$ cat config.mk
export PLATFORM = sky130hd
export DESIGN_NAME = kmap_sweep_ctrl
export DESIGN_NICKNAME = d
export VERILOG_FILES = /design/src/rtl/kmap_sweep_ctrl.sv
export SDC_FILE = /design/constraint.sdc
export NUM_CORES = 1
export LEC_CHECK = 0
export CAP_MARGIN = 0
export CORE_MARGIN = 2
export CORE_UTILIZATION = 39
export DETAILED_ROUTE_END_ITERATION = 10
export PLACE_DENSITY = 0.77
export SYNTH_ARGS = -nofsm -noshare
export SYNTH_HDL_FRONTEND = slang
export SYNTH_SLANG_ARGS = --single-unit
$ cat constraint.sdc
create_clock -name clk -period 1.7 [get_ports clk]
set_clock_uncertainty 0.2 [all_clocks]
set_input_delay 0.425 -clock clk [delete_from_list [all_inputs] [get_ports clk]]
set_output_delay 0.425 -clock clk [all_outputs]
set_load 0.05 [all_outputs]
$ cat src/rtl/kmap_sweep_ctrl.sv
// kmap_sweep_ctrl: drives all 16 minterms of a 4-input function under test,
// captures f for each, and scores the captured truth table against an
// expected ON-set with a don't-care mask.
//
// state      | meaning
// -----------+------------------------------------------------------------
// ST_IDLE    | a..d = 0, waiting for start; results of last sweep held
// ST_SETTLE  | minterm m driven, waiting for f to settle (down-counter)
// ST_SAMPLE  | minterm m still driven, f captured into table bit m
// ST_COMPARE | mismatch / pass / first_err computed and registered
// ST_DONE    | last busy cycle; done pulses on the edge leaving this state
module kmap_sweep_ctrl #(
    parameter int unsigned SETTLE_CYCLES = 1
) (
    input  logic        clk,
    input  logic        rst_n,
    input  logic        start,
    input  logic [15:0] exp_on,
    input  logic [15:0] dc_mask,
    input  logic        f,
    output logic        a,
    output logic        b,
    output logic        c,
    output logic        d,
    output logic        busy,
    output logic        done,
    output logic        pass,
    output logic [15:0] table_out,
    output logic [15:0] mismatch,
    output logic [3:0]  first_err,
    output logic        err_valid
);

    typedef enum logic [2:0] {
        ST_IDLE,
        ST_SETTLE,
        ST_SAMPLE,
        ST_COMPARE,
        ST_DONE
    } state_t;

    // Settle counter counts down to zero, so it is loaded with one less than
    // the number of settle cycles.
    localparam logic [3:0] SETTLE_LOAD = 4'(SETTLE_CYCLES - 1);

    state_t      state_q, state_d;
    logic [3:0]  m_q, m_d;
    logic [3:0]  settle_q, settle_d;
    logic [15:0] exp_q, exp_d;
    logic [15:0] dc_q, dc_d;
    logic [15:0] table_q, table_d;
    logic [15:0] mismatch_q, mismatch_d;
    logic [3:0]  first_err_q, first_err_d;
    logic        err_valid_q, err_valid_d;
    logic        pass_q, pass_d;
    logic        busy_q, busy_d;
    logic        done_q, done_d;

    logic [15:0] mism_c;
    logic [3:0]  fe_c;
    logic        drive;

    // Unmasked mismatches and their lowest index (scan high to low so the
    // lowest set bit is the last one written).
    always_comb begin
        mism_c = (table_q ^ exp_q) & ~dc_q;
        fe_c   = 4'h0;
        for (int i = 15; i >= 0; i--) begin
            if (mism_c[i]) begin
                fe_c = 4'(i);
            end
        end
    end

    // Next-state and result logic.
    always_comb begin
        state_d     = state_q;
        m_d         = m_q;
        settle_d    = settle_q;
        exp_d       = exp_q;
        dc_d        = dc_q;
        table_d     = table_q;
        mismatch_d  = mismatch_q;
        first_err_d = first_err_q;
        err_valid_d = err_valid_q;
        pass_d      = pass_q;
        busy_d      = busy_q;
        done_d      = 1'b0;

        unique case (state_q)
            ST_IDLE: begin
                if (start) begin
                    exp_d       = exp_on;
                    dc_d        = dc_mask;
                    table_d     = 16'h0000;
                    mismatch_d  = 16'h0000;
                    first_err_d = 4'h0;
                    err_valid_d = 1'b0;
                    pass_d      = 1'b0;
                    m_d         = 4'h0;
                    settle_d    = SETTLE_LOAD;
                    busy_d      = 1'b1;
                    state_d     = ST_SETTLE;
                end
            end
            ST_SETTLE: begin
                if (settle_q == 4'h0) begin
                    state_d = ST_SAMPLE;
                end else begin
                    settle_d = settle_q - 4'h1;
                end
            end
            ST_SAMPLE: begin
                table_d[m_q] = f;
                if (m_q == 4'hF) begin
                    state_d = ST_COMPARE;
                end else begin
                    m_d      = m_q + 4'h1;
                    settle_d = SETTLE_LOAD;
                    state_d  = ST_SETTLE;
                end
            end
            ST_COMPARE: begin
                mismatch_d  = mism_c;
                err_valid_d = |mism_c;
                pass_d      = ~(|mism_c);
                first_err_d = fe_c;
                state_d     = ST_DONE;
            end
            ST_DONE: begin
                done_d  = 1'b1;
                busy_d  = 1'b0;
                m_d     = 4'h0;
                state_d = ST_IDLE;
            end
            default: begin
                state_d = ST_IDLE;
            end
        endcase
    end

    // State and result registers; reset discards any partial sweep.
    always_ff @(posedge clk or negedge rst_n) begin
        if (!rst_n) begin
            state_q     <= ST_IDLE;
            m_q         <= 4'h0;
            settle_q    <= 4'h0;
            exp_q       <= 16'h0000;
            dc_q        <= 16'h0000;
            table_q     <= 16'h0000;
            mismatch_q  <= 16'h0000;
            first_err_q <= 4'h0;
            err_valid_q <= 1'b0;
            pass_q      <= 1'b0;
            busy_q      <= 1'b0;
            done_q      <= 1'b0;
        end else begin
            state_q     <= state_d;
            m_q         <= m_d;
            settle_q    <= settle_d;
            exp_q       <= exp_d;
            dc_q        <= dc_d;
            table_q     <= table_d;
            mismatch_q  <= mismatch_d;
            first_err_q <= first_err_d;
            err_valid_q <= err_valid_d;
            pass_q      <= pass_d;
            busy_q      <= busy_d;
            done_q      <= done_d;
        end
    end

    // Minterm is only presented while settling or sampling.
    assign drive        = (state_q == ST_SETTLE) || (state_q == ST_SAMPLE);
    assign {a, b, c, d} = drive ? m_q : 4'h0;

    assign busy      = busy_q;
    assign done      = done_q;
    assign pass      = pass_q;
    assign table_out = table_q;
    assign mismatch  = mismatch_q;
    assign first_err = first_err_q;
    assign err_valid = err_valid_q;

endmodule
==> out/qor.txt <==
status: finished, violations left
failing checks: negative setup slack
unrepaired setup endpoints after global routing: yes
sequential cell area: 2098 µm²
reg-to-reg setup timing slack: -450 ps
async set or reset register ratio after synthesis: 1.000
Min Clock Period, post-route: 2151 ps
total power: 12.92 mW
gpl congestion: 0.9491
antenna-violating nets left: 0
Reg2Reg Depth: 8
CP cell instances: buf_4 > buf_6 > buf_6 > nand2b_4 > a21o_1 > o21a_4 > or4_1 > o21ai_1
DRT iter0 DRCs: 349
clock buffer depth: 2
mean area per synthesized cell: 9.378 µm²
antenna violations before repair: 0
H-tree levels: 3
post-route cell area: 7013 µm²
antenna cells: 0
Final #Nets: 632
sequential area share after synthesis: 0.5298
Pleak: 3.231 nW
top-count cell post-synth: nand2_1
via count: 4152
Final Max Tran Viols: 0
GRT overflow: 0
Tcrit/Tclk final: 1.266
die width: 104.3 µm
Worst setup EP type: flip-flop
clock sink total: 83
crit-path most repeated cell: buf_6
Critical Path Fanout Max: 6
Post-Syn Area: 3920 µm²
Syn-to-layout area delta: 78.90%
library cells used by synthesis: 51
Power Density: 1842 nW/µm²
DR pass1 iterations: 5
Max-cap violations: 0
Top FF cell, synth: dfrtp_1
Via density: 5.695
endpoints failing hold: 0
CORE AREA: 9774 µm²
PortBufs: 79
cell accounting for the most synthesized area: dfrtp_1
top post-synthesis cells by area: dfrtp_1, nand2_1, a22o_1, xnor2_1, nor2_1
layout cells sized above 1: 0.4346
Root Driver: clkbuf_8
detailed-route wire length: 14760 µm
crit path launch type: flip-flop
min-delay worst type: primary input to asynchronous set/reset pin
DP Area: 5866 µm²
worst skew pair latency: 370 ps
Slew @ Worst Pin: 491.4 ps
fill count: 580
Routed WL per cell: 20.24 µm
worst flop-to-flop path endpoint: settle_q[0]
Die Area: 10870 µm²
dpl cells: 670
clock-pin slew on the worst setup and hold paths: 110 ps
EDFF count, synth: 0
Post-Layout Cell Count: 729
CP max stage cell: or4_1
Ports: 80
PnR worst setup slack: -451.4 ps
starting density of the core: 0.4010
Final Setup Violations: 85
critical path arrival: 2230 ps
Rows: 36
DRC: 0
total CTS buffers: 9
post-synth top area share: 0.5298
VDD IR-drop max: 1.147 mV
largest net degree at the start of global routing: 33
first-pass GRT wire length: 20770 µm
fmax: 464.8 MHz
Cells after Synth: 418
vias in the first global route: 4119
HPWL after DPL: 8117 µm
CTS tree: built
Total GRT Usage: 0.2442
most frequent cells after synthesis: nand2_1, dfrtp_1, nor2_1
Critical Path RT: 1780 ps
FF-to-FF Start: state_q[1]
chip height: 104.3 µm
worst rel slew slack: 0.6724
post-synth net total: 459
hold_ws: 290.2 ps
#FFs+latches synth: 83
critical setup path kind: flip-flop to flip-flop
multi-input combinational cell area: 2117 µm²
Yosys warning total: 0
Slowest Stage Delay on Critical Path: 470 ps
[layout make-up]
class	instances	area share
clock buffers	9	0.01766
well taps	133	0.02373
clock inverters	7	0.008385
inverters	7	0.003747
flip-flops and latches	83	0.2992
multi-input cells	306	0.3019
repair buffers	184	0.3454
[worst max path at each step]
| stage | start | end | depth (start not counted) |
|---|---|---|---|
| global placement | start | first_err[1] | 5 |
| floorplan | table_out[8] | first_err[1] | 5 |
| detailed placement | start | settle_q[0] | 5 |
| CTS | state_q[1] | c | 5 |
| global route | state_q[1] | c | 5 |
| finish | state_q[1] | settle_q[0] | 8 |
[critical path, delay by kind of cell, from the launching register on]
| kind | cells | cell delay (ps) |
|---|---|---|
| and+or+nand+nor | 2 | 600 |
| DFF | 1 | 450 |
| AOI/OAI and AO/OA | 3 | 430 |
| buffers and inverters | 3 | 390 |
[sequential cells by signal, indices dropped and copies added, names as in the netlist]
name,cells
busy,1
dc_q,16
done,1
err_valid,1
exp_q,16
first_err,4
m_q,4
mismatch,16
pass,1
settle_q,4
state_q,3
table_out,16
[metrics by stage]
step	worst slack (ps)	util	setup TNS [ps]
2_1_floorplan	-142.4	-	-426.1
3_3_place_gp	-429.8	0.6001	-26070
3_5_place_dp	-481.3	0.6001	-28630
4_1_cts	-443.0	0.6845	-12620
5_1_grt	-499.9	0.7175	-24580
6_report	-451.4	0.7175	-20080
[where the power goes]
group	total, mW	internal (mW)	switching [mW]
combinational	8.09	4.05	4.04
sequential	3.44	2.66	0.774
clock	1.39	0.557	0.836
total	12.9	7.27	5.65
[kinds of logic after synthesis]
kind of cell               after synthesis  synth area share
xor gates and xnor gates                19           0.04245
adders and majority gates                5           0.01596
AOI/OAI and AO/OA                       70            0.1331
DFF                                     83            0.5298
buffers and inverters                   29           0.03320
and+or+nand+nor                        211            0.2429
muxes                                    1          0.002554
[layout by cell type, fill, tap and decap left out, drive strengths merged, types with 3 or more instances in the layout]
cell	n
a211oi	3
a21oi	8
a22o	18
and2	6
buf	147
clkbuf	10
clkdlybuf4s50	33
dfrtp	83
ha	5
inv	11
nand2	124
nand2b	4
nand3	16
nand4	6
nor2	29
nor2b	4
nor3	7
o211ai	12
o21ai	9
o22ai	5
o311ai	4
or4	3
xnor2	18
[per-layer routing]
| layer | vias up | GRT usage | part of all wire |
|---|---|---|---|
| met2 | 245 | 0.4389 | 0.53 |
| met3 | 76 | 0.05263 | 0.062 |
| met1 | 2045 | 0.2685 | 0.35 |
| li1 | 1786 | - | - |
| met4 | 0 | 0.1313 | 0.060 |
| met5 | - | 0 | 0 |
[timing repair]
item / in CTS / in global routing
pin swaps: 17 / 24
gates resized for setup: 74 / 50
setup endpoints to repair: 91 / 96
hold endpoints to repair: 18 / 0
setup buffers: 19 / 20
hold buffers: 1 / 0
cloned: 8 / 3
(Power assumes the default switching activity.)
==> RTL change, RTL diff (same flow settings) <==
Encoding of `state_t`: now one-hot (5 bits for 5 states).
--- a/src/rtl/kmap_sweep_ctrl.sv
+++ b/src/rtl/kmap_sweep_ctrl.sv
@@ -32,10 +32,10 @@
 );
 
-    typedef enum logic [2:0] {
-        ST_IDLE,
-        ST_SETTLE,
-        ST_SAMPLE,
-        ST_COMPARE,
-        ST_DONE
+    typedef enum logic [4:0] {
+        ST_IDLE    = 5'b00001,
+        ST_SETTLE  = 5'b00010,
+        ST_SAMPLE  = 5'b00100,
+        ST_COMPARE = 5'b01000,
+        ST_DONE    = 5'b10000
     } state_t;
 
Formal check against the unedited RTL: no difference found for any inputs over 10 cycles, from zero or initial values and one cycle with rst_n low; not proved beyond that.
==> RTL change against the unedited design <==
The run still ends with setup timing left. Setup slack worse by 0.41 ns. Non-clock buffer count down 6. Power fell by 33%. Highest routed layer unchanged. Synthesized area fell by 2.0%. Clock power up 17%. Global-route usage down 1.4 points. Wire length is 15% lower. Final area decreased by 1.9%. Sequential cell count grew 2.
==> RTL change: results (changes against the unedited design) <==
- The number of nets in the final layout was 563 (was 632).
- The post-synthesis average cell area is 11.17 um2 (was 9.378 um2).
- The count of placed standard cells including taps was 612 (was 670).
- The net count after synthesis is 385 (was 459).
- The part of the Yosys area used for sequential elements is 0.5541 (was 0.5298).
- The peak supply drop came to 0.7734 mV (was 1.147 mV).
- The class of the most critical setup path is reg -> out (was reg -> reg).
- The clock-pin slew on the worst setup and hold paths is 0.08 ns (was 0.11 ns).
- The maximum fanout along the worst path came to 3 (was 6).
- The routed length on met1 is 4800 um (was 5149 um).
- The setup TNS was -37.76 ns (was -20.08 ns).
- The distinct cell type count of the synthesized netlist was 47 (was 51).
- The overall power consumption is 8698 uW (was 12920 uW).
- The worst-case setup margin in the final layout is -0.8638 ns (was -0.4514 ns).
- The routed length on met2 is 6647 um (was 7817 um).
- The worst setup slack for register-to-register paths is -0.72 ns (was -0.45 ns).
- The proportion of layout cells with a drive suffix above 1 came to 0.5104 (was 0.4346).
- The power of the clock network came to 1620 uW (was 1390 uW).
- The post-layout instance count excluding filler cells is 660 (was 729).
- The total setup violations reported at the end of the flow is 86 (was 85).
- Violations in the final reports: setup timing (unchanged).
- The static power due to leakage is 0.002950 uW (was 0.003231 uW).
- The design internal power is 5638 uW (was 7269 uW).
- The relative max-transition margin was 0.5602 (was 0.6724).
- Status: finished with violations (unchanged).
- The fraction of met1 tracks used by global routing was 0.2840 (was 0.2685).
- The final weighted congestion of routability-driven global placement is 0.9437 (was 0.9491).
- The biggest cell delay along the critical path is 0.54 ns (was 0.47 ns).
-- RTL change: logic make-up after synthesis --
| logic type | after synthesis | share of synthesized area |
|---|---|---|
| buf+inv | 20 | 0.02085 |
| simple gates | 82 | 0.1036 |
| flops | 85 | 0.5541 |
| mux | 33 | 0.09642 |
| xor+xnor | 17 | 0.03876 |
| fa+ha+maj | 5 | 0.01629 |
| compound gates | 102 | 0.1700 |
-- RTL change: final cells by class --
type                    instances  area (um2)  share of cell area
flip-flops and latches         85        2146              0.3120
repair buffers                178        2271              0.3302
clock buffers                  13       158.9             0.02311
well taps                     133       166.4             0.02420
clock inverters                 3       67.56            0.009825
multi-input cells             240        2037              0.2962
inverters                       8       30.03            0.004367
-- RTL change: how the worst min path moves through the flow --
stage	to	slack (ns)
after floorplan	busy	-0.07
after global placement	mismatch[3]	0.15
after detailed placement	mismatch[2]	0.16
after CTS	mismatch[2]	0.32
after global routing	mismatch[2]	0.33
final	mismatch[2]	0.31
